===== config.mk =====
export PLATFORM = sky130hd
export DESIGN_NAME = apb_protocol_monitor
export DESIGN_NICKNAME = d
export VERILOG_FILES = /design/src/rtl/apb_mon_pkg.sv /design/src/rtl/apb_mon_sat_ctr.sv /design/src/rtl/apb_protocol_monitor.sv
export SDC_FILE = /design/constraint.sdc
export NUM_CORES = 1
export LEC_CHECK = 0
export CORE_MARGIN = 4
export CORE_UTILIZATION = 28
export DETAILED_ROUTE_END_ITERATION = 8
export DONT_BUFFER_PORTS = 1
export PLACE_DENSITY = 0.5
export SKIP_CTS_REPAIR_TIMING = 1
export SLEW_MARGIN = 20
export SYNTH_ARGS = -nofsm -noshare
export SYNTH_HDL_FRONTEND = slang
export SYNTH_SLANG_ARGS = --single-unit

===== constraint.sdc =====
create_clock -name pclk -period 4.2 [get_ports pclk]
set_input_delay 0.84 -clock pclk [delete_from_list [all_inputs] [get_ports pclk]]
set_output_delay 0.84 -clock pclk [all_outputs]
set_load 0.005 [all_outputs]

===== src/rtl/apb_mon_pkg.sv =====
// Shared definitions for the APB protocol monitor: FSM states and the
// error-vector bit layout.
package apb_mon_pkg;

  localparam int ERR_W = 8;

  localparam int ERR_SEL_MULTI      = 0;
  localparam int ERR_PEN_NO_SEL     = 1;
  localparam int ERR_PEN_IN_SETUP   = 2;
  localparam int ERR_NO_ACCESS      = 3;
  localparam int ERR_CTRL_UNSTABLE  = 4;
  localparam int ERR_WDATA_UNSTABLE = 5;
  localparam int ERR_TIMEOUT        = 6;
  localparam int ERR_X_DETECT       = 7;

  typedef enum logic [1:0] {
    ST_IDLE   = 2'd0,
    ST_SETUP  = 2'd1,
    ST_ACCESS = 2'd2
  } apb_state_e;

endpackage


===== src/rtl/apb_mon_sat_ctr.sv =====
// Saturating up-counter with synchronous clear; clear has priority over
// increment and the count sticks at all-ones.
module apb_mon_sat_ctr #(
  parameter int W = 8
) (
  input  logic         clk,
  input  logic         rst_n,
  input  logic         clr,
  input  logic         inc,
  output logic [W-1:0] cnt
);

  always_ff @(posedge clk or negedge rst_n) begin
    if (!rst_n) begin
      cnt <= '0;
    end else if (clr) begin
      cnt <= '0;
    end else if (inc && (cnt != '1)) begin
      cnt <= cnt + W'(1);
    end
  end

endmodule


===== src/rtl/apb_protocol_monitor.sv =====
// Passive APB protocol checker: tracks IDLE/SETUP/ACCESS, flags sticky
// protocol errors and keeps transfer statistics. APB_MON_XCHK_EN adds X checks.
module apb_protocol_monitor
  import apb_mon_pkg::*;
#(
  parameter int AW      = 6,
  parameter int DW      = 32,
  parameter int NSEL    = 1,
  parameter int TIMEOUT = 16,
  parameter int CNT_W   = 16
) (
  input  logic             pclk,
  input  logic             preset_n,
  input  logic [NSEL-1:0]  psel,
  input  logic             penable,
  input  logic             pwrite,
  input  logic [AW-1:0]    paddr,
  input  logic [DW-1:0]    pwdata,
  input  logic [DW-1:0]    prdata,
  input  logic             pready,
  input  logic             pslverr,
  input  logic             err_clr,
  output logic [ERR_W-1:0] err_vec,
  output logic             err_pulse,
  output logic             txn_done,
  output logic             txn_err,
  output logic [CNT_W-1:0] txn_cnt,
  output logic [7:0]       wait_max
);

  localparam int SW = (NSEL > 1) ? $clog2(NSEL) : 1;
  localparam int CW = $clog2(NSEL + 1);

  apb_state_e       state, state_n;
  logic [SW-1:0]    sel_p0;
  logic [AW-1:0]    addr_p0;
  logic             write_p0;
  logic [DW-1:0]    wdata_p0;

  logic [CW-1:0]    sel_cnt;
  logic [SW-1:0]    sel_idx;
  logic             sel_any, sel_one, sel_multi, sel_same;
  logic [NSEL-1:0]  sel_mask;
  logic [7:0]       wait_cnt;
  logic [8:0]       wait_nxt;
  logic             complete, capture;
  logic [ERR_W-1:0] det;

  always_comb begin
    sel_cnt = '0;
    sel_idx = '0;
    for (int i = 0; i < NSEL; i++) begin
      if (psel[i]) begin
        sel_cnt = sel_cnt + CW'(1);
        sel_idx = SW'(i);
      end
    end
  end

  assign sel_any   = |psel;
  assign sel_one   = (sel_cnt == CW'(1));
  assign sel_multi = (sel_cnt > CW'(1));
  assign sel_mask  = NSEL'(1) << sel_p0;
  assign sel_same  = (psel == sel_mask);
  // wait_cnt is held at 0 through SETUP, so +1 gives the count for this edge.
  assign wait_nxt  = {1'b0, wait_cnt} + 9'd1;

  always_comb begin
    state_n  = state;
    det      = '0;
    complete = 1'b0;
    capture  = 1'b0;

    if (!sel_any && penable) det[ERR_PEN_NO_SEL] = 1'b1;

    case (state)
      ST_IDLE: begin
        if (sel_any && penable) begin
          det[ERR_PEN_IN_SETUP] = 1'b1;
        end else if (sel_one) begin
          state_n = ST_SETUP;
          capture = 1'b1;
        end
      end
      ST_SETUP, ST_ACCESS: begin
        if (sel_same) begin
          if ((paddr != addr_p0) || (pwrite != write_p0)) det[ERR_CTRL_UNSTABLE] = 1'b1;
          if (write_p0 && (pwdata != wdata_p0)) det[ERR_WDATA_UNSTABLE] = 1'b1;
        end
        if (sel_same && penable) begin
          if (pready) begin
            complete = 1'b1;
            state_n  = ST_IDLE;
          end else if (wait_nxt >= 9'(TIMEOUT)) begin
            det[ERR_TIMEOUT] = 1'b1;
            state_n          = ST_IDLE;
          end else begin
            state_n = ST_ACCESS;
          end
        end else begin
          det[ERR_NO_ACCESS] = 1'b1;
          state_n            = ST_IDLE;
        end
      end
      default: state_n = ST_IDLE;
    endcase

    if (sel_multi) begin
      det[ERR_SEL_MULTI] = 1'b1;
      state_n            = ST_IDLE;
      complete           = 1'b0;
      capture            = 1'b0;
    end

`ifdef APB_MON_XCHK_EN
    if ($isunknown({psel, penable, pwrite, pready})            ||
        (sel_any && $isunknown(paddr))                          ||
        (sel_any && pwrite && $isunknown(pwdata))               ||
        (complete && !write_p0 && $isunknown(prdata))           ||
        (pready && $isunknown(pslverr)))
      det[ERR_X_DETECT] = 1'b1;
`endif
  end

`ifndef APB_MON_XCHK_EN
  logic unused_prdata;
  assign unused_prdata = ^prdata;
`endif

  // Stage boundary: FSM, captured control and registered outputs.
  always_ff @(posedge pclk or negedge preset_n) begin
    if (!preset_n) begin
      state     <= ST_IDLE;
      sel_p0    <= '0;
      addr_p0   <= '0;
      write_p0  <= 1'b0;
      wdata_p0  <= '0;
      err_vec   <= '0;
      err_pulse <= 1'b0;
      txn_done  <= 1'b0;
      txn_err   <= 1'b0;
      wait_max  <= '0;
    end else begin
      state     <= state_n;
      if (capture) begin
        sel_p0   <= sel_idx;
        addr_p0  <= paddr;
        write_p0 <= pwrite;
        wdata_p0 <= pwdata;
      end
      err_vec   <= (err_clr ? '0 : err_vec) | det;
      err_pulse <= |(det & ~err_vec);
      txn_done  <= complete;
      txn_err   <= complete & pslverr;
      if (complete && (wait_cnt > wait_max)) wait_max <= wait_cnt;
    end
  end

  apb_mon_sat_ctr #(.W(CNT_W)) u_txn_ctr (
    .clk   (pclk),
    .rst_n (preset_n),
    .clr   (1'b0),
    .inc   (complete),
    .cnt   (txn_cnt)
  );

  apb_mon_sat_ctr #(.W(8)) u_wait_ctr (
    .clk   (pclk),
    .rst_n (preset_n),
    .clr   (state_n != ST_ACCESS),
    .inc   (state_n == ST_ACCESS),
    .cnt   (wait_cnt)
  );

endmodule


==> out/metrics.yaml, run 1 <==
routing:
  ant_nets: 0
  wl_um: 8480
  avgRoutedWirePerCell_um: 15.8
  vias: 2537
  drt_iter0_drc: 117
  via_per_inst: 4.72
  drc_errors: 0
  drt_first_pass_iters: 4
timing:
  drv_slew: 0
  slew_headroom_pct: 49.8
  finClkSkew_ns: 0.00756
  period_minus_slack_ns: 2.34
  grt_setup_unrepaired: "no"
  tightestPinTransition_ns: 0.748
  fin_crit_sh_pct: 55.8
  setup_viol: 0
  tns_ns: 0
  hold_viol: 0
  max_freq_ghz: 0.427
final_layout:
  area_delta_synth_final_pct: 11.3
  diodes: 0
  fin_cells: 538
  layout_commonest_cell: "dfrtp_1"
  final_cell_mix: "83 x dfrtp_1, 48 x mux2_2, 39 x xor2_1"
  post-route-util_pct: 31.7
  drive_gt1_share_pct: 19.5
  final_nets: 442
die:
  initial_core_util_pct: 28.5
  pin_count: 113
  core-area_mm2: 0.0145
  rows: 44
  die_h_um: 130
  fp.dieW_um: 130
  die_area_mm2: 0.0168
logic_synthesis:
  syn-num-nets: 439
  netlist-cell-type-count: 48
  synth_cells: 348
  ys_ff_latch: 83
  yosysSeqAreaShare_pct: 50.1
  synth_edf_count: 0
  syn_area_mm2: 0.00415
  synth_ff_type: "dfrtp_1"
  yosysWarnings: 0
  avgSynthCellArea_um2: 11.9
  async_reset_ff_share_pct: 100
global_route:
  grt_usage_pct: 10.8
  grt_max_degree: 84
  antenna_found_initial: 0
  grt_pass1_vias: 2726
  grt_overflow_total: 0
  grt_pass1_wl_um: 13800
hold_path:
  min_path_type: "in2async"
flow_run:
  max_cap_viol_count: 0
cts:
  htreeDepth: 3
  path_clk_slew_ns: 0.06
  clk_latency_ns: 0.34
  clkSinkCount: 83
  clk_path_buf_depth: 2
  cts_buffers: 9
  clock-root-buffer: "clkbuf_16"
  tritoncts: "built"
power:
  power_leakage_nw: 1.96
  p_total_mw: 2.58
  powerDensity_mw_per_mm2: 560
  vdd.ir_drop.worst_mv: 0.173
setup_path:
  cp-startpoint: "u_wait_ctr.cnt[3]"
  cp-start-kind: "flip-flop"
  reg2reg_depth: 6
  timing.rr.end: "wait_max[1]"
  path_class: "reg2reg"
  arrival_ns: 2.57
  r2r_start: "u_wait_ctr.cnt[3]"
  worst_ep_required_time_ns: 4.43
  r2r_setup_slack_ns: 1.86
  endpoint_kind: "flip-flop"
  cp-endpoint: "wait_max[1]"
  path_max_fanout: 8
place:
  port_buffers: 0
  gp_congestion: 0.767
  dp_cells: 524
  hpwl_um: 6270
run_status:
  status: "finished clean"
report_power, final:
group | switching (mW) | internal (mW)
sequential | 0.186 | 1.04
clock | 0.304 | 0.468
combinational | 0.242 | 0.340
worst max-delay path, stage by stage (launching register included):
cell      delay, ns
dfrtp_1        0.45
ha_1           0.32
a21o_1         0.18
a21oi_1        0.14
a21boi_0       0.11
o31ai_2        0.62
mux2_2         0.41
layout make-up:
type	count	area (µm²)
clock inverter	3	40.0
timing repair buffer	1	7.51
multi-input combinational	237	1950
sequential	83	2080
inverter	19	71.3
fill	1483	9920
tap	184	230
clock buffer	11	243
synthesized netlist by cell type, types with 4 or more instances:
master	count	area [µm²]
nor2b_1	4	25.0
dfrtp_1	83	2080
nor4_1	11	68.8
a21oi_1	6	30.0
mux2_2	48	541
xor2_1	39	342
xnor2_1	18	158
nand2_1	14	52.6
nand3_1	12	60.1
clkbuf_1	4	15.0
nor2_1	15	56.3
ha_1	13	163
o21ai_0	10	50.1
inv_1	19	71.3
nand4_1	7	43.8
how the worst min path moves through the flow:
stage	endpoint	slack (ns)	cells after the start
6_report	wdata_p0[19]	0.19	0
5_1_grt	wdata_p0[19]	0.17	0
4_1_cts	wdata_p0[19]	0.17	0
3_5_place_dp	wdata_p0[15]	0.51	1
3_3_place_gp	wdata_p0[2]	0.51	1
2_1_floorplan	u_txn_ctr.cnt[5]	0.48	1
per-layer routing:
layer | global-route usage (%) | vias to the layer above | routed length, µm
li1 | - | 1230 | -
met1 | 12.2 | 1226 | 3500
met2 | 17.1 | 62 | 4030
met3 | 4.74 | 19 | 673
met4 | 5.75 | 0 | 277
met5 | 0 | - | 0
cells by family after synthesis:
family	share of synthesized area, %
mux	13.5
flops	50.1
xor+xnor	12.0
fa+ha+maj	3.92
buf+inv	2.96
simple gates	10.9
other cells	0.0905
compound gates	6.43
through the flow:
step	setup slack, ns	hold WS, ns	cell area [µm²]
after floorplan	2.05	0.477	4150
after global placement	1.85	0.507	4330
after detailed placement	1.83	0.513	4330
after CTS	1.84	0.172	4610
after global routing	1.67	0.169	4610
final	1.86	0.192	4610
sequential cells by signal, indices dropped and copies added (netlist names):
name	cells
txn_err	1
u_txn_ctr.cnt	16
txn_done	1
addr_p0	6
state	2
wait_max	8
err_pulse	1
wdata_p0	32
err_vec	7
write_p0	1
u_wait_ctr.cnt	8
Power figures use the tool's default switching activity.
==> run 2, diff against run 1 <==
clock period = 2.17 ns   (was 4.2 ns; I/O delays follow)
==> run 2 against run 1 <==
- the run now ends with negative hold slack left
- clock power up 99%
- critical endpoint is now wait_max[6]
- clock-buffer cell count up 2
- design area up 3.3%
- largest power group unchanged
- die area unchanged
- highest routed layer unchanged
==> out/metrics.yaml, run 2 (synthesis gave the netlist of run 1 again) <==
place:
  hpwl_um: 6220
  pre_cts_ws_ns: -0.00976
  gp_congestion: 0.759
  dp_cells: 531
  port_buffers: 0
routing:
  m1WireLength_um: 3570
  drt_first_pass_iters: 4
  avgRoutedWirePerCell_um: 15.7
  wl_um: 8640
  via_per_inst: 4.75
  ant_nets: 0
  wl_met3_um: 659
  vias: 2615
  wl_met2_um: 4140
  drc_errors: 0
  dr.max_layer_used: "met4"
  drt_iter0_drc: 109
final_layout:
  layout_commonest_cell: "dfrtp_1"
  reg_top3: "wdata_p0: 32 flops, u_txn_ctr.cnt: 16 flops"
  area_delta_synth_final_pct: 15.0
  fin_cells: 550
  diodes: 0
  drive_gt1_share_pct: 24.0
  largest_reg_flops: 32
  regMostFlops: "wdata_p0"
  sequential_cell_area_mm2: 0.00208
  n_fill_cell: 1470
  final_cell_mix: "78 x dfrtp_1, 48 x mux2_2, 39 x xor2_1"
  multi_input_area_mm2: 0.00198
  final_nets: 453
timing:
  period_minus_slack_ns: 2.07
  finClkSkew_ns: 0.00699
  timing.final.ws_setup_ns: 0.0959
  drv_slew: 0
  max_freq_ghz: 0.482
  setup_viol: 0
  hold_viol: 83
  hold_slack_ns: -0.212
  fin_crit_sh_pct: 95.6
  grt_setup_unrepaired: "no"
setup_path:
  critPathBufInv: 2
  r2r_start: "u_wait_ctr.cnt[6]"
  max_stage_delay_ns: 0.44
  endpoint_kind: "flip-flop"
  crit_top_cell: "buf_4"
  critPathTopFamily: "flip-flops"
  crit_chain: "buf_4 > ha_1 > and3_1 > a21boi_0 > o31ai_2 > buf_4 > mux2_2"
  cp-startpoint: "u_wait_ctr.cnt[6]"
  slowest_stage: "dfrtp_2"
  cp-start-kind: "flip-flop"
  path_class: "reg2reg"
  worst_ep_required_time_ns: 2.40
  arrival_ns: 2.30
  path_max_fanout: 6
global_route:
  antenna_found_initial: 0
  grt_overflow_total: 0
  grt_pass1_wl_um: 13800
  grt_usage_pct: 10.7
  grt_max_degree: 84
  grt_pass1_vias: 2688
die:
  pin_count: 113
  core-area_mm2: 0.0145
  initial_core_util_pct: 28.5
  fp.dieW_um: 130
  die_h_um: 130
  die_area_mm2: 0.0168
  rows: 44
cts:
  clkSinkCount: 83
  path_clk_slew_ns: 0.06
  clock-root-buffer: "clkbuf_16"
  tritoncts: "built"
  clk_latency_ns: 0.34
  clk_path_buf_depth: 2
  htreeDepth: 3
  cts_buffers: 9
run_status:
  status: "finished with violations"
  violations: "negative hold slack"
power:
  swShare_pct: 28.2
  powerDensity_mw_per_mm2: 1070
  power_leakage_nw: 2.03
  p_int_mw: 3.67
  vdd.ir_drop.worst_mv: 0.361
  seqPwrFrac_pct: 46.5
  p_switching_mw: 1.44
  combPwrFrac_pct: 23.2
  clkPwrFrac_pct: 30.3
flow_run:
  max_cap_viol_count: 0
hold_path:
  min_path_type: "in2async"
run 2: final cells by class:
class	count	area share [%]
timing repair buffer	12	2.15
tap	184	4.83
clock inverter	2	0.735
sequential	83	43.7
clock buffer	13	5.46
inverter	19	1.50
multi-input combinational	237	41.6
run 2: power by group through the flow:
stage | registers (mW) | clock network [mW] | logic [mW]
global route | 2.44 | 1.67 | 1.35
global placement | 2.38 | 0 | 1.14
detailed placement | 2.41 | 0 | 1.18
floorplan | 2.32 | 0 | 0.984
finish | 2.38 | 1.54 | 1.19
CTS | 2.38 | 1.61 | 1.19
run 2: worst paths after layout:
check                      cells past startpoint  slack [ns]                end
max                                            7         0.1        wait_max[6]
min                                            0       -0.21        wdata_p0[2]
max reg2reg                                    7         0.1        wait_max[6]
min reg2reg                                    1        0.52   u_txn_ctr.cnt[5]
max in group asynchronous                      0        2.23  u_wait_ctr.cnt[1]
min in group pclk                              1        0.16         err_vec[0]
run 2: metrics by stage:
stage | setup TNS [ns] | utilization (%) | instance area [µm²] | total power, mW
detailed placement | -0.00976 | 30.3 | 4400 | 3.59
finish | 0 | 32.8 | 4770 | 5.11
floorplan | 0 | - | 4150 | 3.30
global placement | 0 | 30.3 | 4400 | 3.53
CTS | -0.0179 | 32.3 | 4690 | 5.18
global route | 0 | 32.8 | 4770 | 5.46
run 2: per-layer routing:
metal,GRT usage [%],vias to the layer above
li1,-,1264
met1,12.3,1277
met2,16.9,57
met3,4.16,17
met4,6.23,0
met5,0,-
==> run 3, diff against run 2 <==
ABC_AREA = 1   (was unset)
CTS_BUF_LIST = sky130_fd_sc_hd__clkbuf_16   (was unset)
==> run 3 against run 2 <==
- critical endpoint is now wait_max[4]
- design area rose by 1.9%
- synthesized area is 5.0% higher
- non-clock buffer count decreased by 8
- the run still ends with negative hold slack left
- maximum frequency rose by 11%
- register-to-register slack better by 0.21 ns
- hold slack hardly changed
- sequential power rose by 4%
- clock-buffer cell count is 4 lower
- global-route usage grew 0.36 points
- cell count up 23%
- critical path type unchanged
- utilization down 0.85 points
- setup slack gained 0.21 ns
==> out/metrics.yaml, run 3 <==
run_status:
  status: "finished with violations"
  violations: "negative hold slack"
logic_synthesis:
  yosysWarnings: 0
  async_reset_ff_share_pct: 100
  avgSynthCellArea_um2: 9.07
  syn-num-nets: 571
  synth_ff_type: "dfrtp_1"
  syn_area_mm2: 0.00435
  synth_cells: 480
  synth_common_cells: "95 x nand2_1, 83 x dfrtp_1, 61 x inv_1, 36 x nor2_1, 31 x xnor2_1"
  synth_top_area_share_pct: 47.7
  ys_ff_latch: 83
  netlist-cell-type-count: 29
  yosys.area.top_type: "dfrtp_1"
  yosysMostFrequentCell: "nand2_1"
  yosysSeqAreaShare_pct: 47.7
  synth_area_leaders: "dfrtp_1 48%, nand2_1 8.2%, mux2_2 7.8%, xnor2_1 6.2%, inv_1 5.3%"
  synth_edf_count: 0
setup_path:
  endpoint_kind: "flip-flop"
  path_max_fanout: 16
  cp-start-kind: "flip-flop"
  path_class: "reg2reg"
  reg2reg_depth: 8
  arrival_ns: 2.08
  r2r_setup_slack_ns: 0.30
  worst_ep_required_time_ns: 2.38
  timing.rr.end: "wait_max[4]"
  r2r_start: "u_wait_ctr.cnt[1]"
final_layout:
  diodes: 0
  post-route-util_pct: 31.9
  layout_commonest_cell: "nand2_1"
  final_nets: 577
  largest_reg_flops: 32
  regMostFlops: "wdata_p0"
  reg_top3: "wdata_p0: 32 flops, u_txn_ctr.cnt: 16 flops"
  area_delta_synth_final_pct: 11.6
  drive_gt1_share_pct: 13.8
  fin_area_mm2: 0.00486
  final_cell_mix: "95 x nand2_1, 83 x dfrtp_1, 62 x inv_1"
global_route:
  grt_usage_pct: 11.0
  grt_pass1_wl_um: 15400
  antenna_found_initial: 0
  grt_overflow_total: 0
  grt_pass1_vias: 3072
  grt_max_degree: 84
cts:
  path_clk_slew_ns: 0.06
  tritoncts: "built"
  clkSinkCount: 83
  clk_latency_ns: 0.34
  htreeDepth: 3
  cts_buffers: 9
  clk_path_buf_depth: 2
  clock-root-buffer: "clkbuf_16"
timing:
  grt_setup_unrepaired: "no"
  timing.final.ws_setup_ns: 0.301
  finClkSkew_ns: 0.00608
  fin_crit_sh_pct: 86.1
  setup_viol: 0
  drv_slew: 0
  hold_viol: 83
  hold_slack_ns: -0.212
  max_freq_ghz: 0.535
  tns_ns: 0
  period_minus_slack_ns: 1.87
place:
  placed_area_mm2: 0.00459
  gp_congestion: 0.790
  hpwl_um: 6900
  port_buffers: 0
  pre_cts_ws_ns: 0.319
die:
  pin_count: 113
  core-area_mm2: 0.0152
  initial_core_util_pct: 28.6
  die_area_mm2: 0.0176
  die_h_um: 133
  rows: 45
  fp.dieW_um: 133
power:
  clkPwrFrac_pct: 26.0
  p_switching_mw: 1.66
  seqPwrFrac_pct: 47.3
  swShare_pct: 31.7
  combPwrFrac_pct: 26.6
  vdd.ir_drop.worst_mv: 0.430
  powerDensity_mw_per_mm2: 1080
  p_int_mw: 3.58
  power_leakage_nw: 2.24
routing:
  drt_first_pass_iters: 4
  avgRoutedWirePerCell_um: 13.5
  ant_nets: 0
  wl_um: 9140
  vias: 3076
  via_per_inst: 4.53
  drt_iter0_drc: 125
  drc_errors: 0
hold_path:
  min_path_type: "in2async"
flow_run:
  max_cap_viol_count: 0
run 3: changes by cell type after synthesis, sizes merged, moves of 4 or more:
cell   change
a21oi      +8
inv       +45
mux2      -18
nand2     +84
nand3     +19
nand4      -4
nor2      +26
nor2b      -4
nor4       -9
o21ai     +18
xnor2     +13
xor2      -23
run 3: worst max path at each step:
| stage | cells after the start | from | endpoint |
|---|---|---|---|
| detailed placement | 8 | u_wait_ctr.cnt[1] | wait_max[4] |
| floorplan | 6 | state[0] | addr_p0[0] |
| CTS | 8 | u_wait_ctr.cnt[1] | wait_max[4] |
| global route | 7 | u_wait_ctr.cnt[1] | wait_max[3] |
| global placement | 8 | u_wait_ctr.cnt[1] | wait_max[4] |
| finish | 8 | u_wait_ctr.cnt[1] | wait_max[4] |
run 3: stage by stage:
step           total power [mW]  cells  hold slack (ns)
6_report                   5.24    679           -0.212
5_1_grt                    5.67    679           -0.242
4_1_cts                    5.35    679           -0.233
3_5_place_dp               3.94    663            0.141
3_3_place_gp               3.87    663            0.141
2_1_floorplan              3.59    480            0.138
run 3: metal layers:
| layer | part of all wire, % | vias up | GRT usage (%) |
|---|---|---|---|
| met5 | 0 | - | 0 |
| met4 | 1.5 | 0 | 3.81 |
| met3 | 8.8 | 14 | 5.55 |
| met2 | 47 | 63 | 17.4 |
| met1 | 43 | 1460 | 13.1 |
| li1 | - | 1539 | - |
run 3: power by group through the flow:
| stage | Combinational, mW | Sequential (mW) | Clock, mW |
|---|---|---|---|
| floorplan | 1.19 | 2.41 | 0 |
| global placement | 1.37 | 2.49 | 0 |
| detailed placement | 1.42 | 2.52 | 0 |
| CTS | 1.43 | 2.49 | 1.43 |
| global route | 1.61 | 2.56 | 1.50 |
| finish | 1.40 | 2.48 | 1.36 |
run 3: cell families (layout without fill, tap and decap cells):
family / count (synthesis) / count (layout) / synth area share, %
adders and majority gates: 13 / 13 / 3.74
other: 1 / 1 / 0.0862
AOI/OAI and AO/OA: 48 / 48 / 5.75
buffers and inverters: 73 / 84 / 6.73
xor gates and xnor gates: 47 / 47 / 9.46
muxes: 30 / 30 / 7.76
and+or+nand+nor: 185 / 185 / 18.7
DFF: 83 / 83 / 47.7
run 3: worst max-delay path: stages (launching register included):
cell      delay (ns)
dfrtp_1         0.47
ha_1            0.34
a21oi_1         0.06
o21ai_0         0.16
nand2_1         0.08
o211ai_1        0.08
nand2_1         0.31
nor2_1          0.19
a21oi_1         0.06
run 3: area by class of cell:
| class | count | area (µm²) |
|---|---|---|
| fill | 1573 | 10300 |
| tap | 188 | 235 |
| timing repair buffer | 4 | 55.1 |
| clock inverter | 7 | 36.3 |
| clock buffer | 9 | 225 |
| inverter | 64 | 240 |
| multi-input combinational | 324 | 1990 |
| sequential | 83 | 2080 |
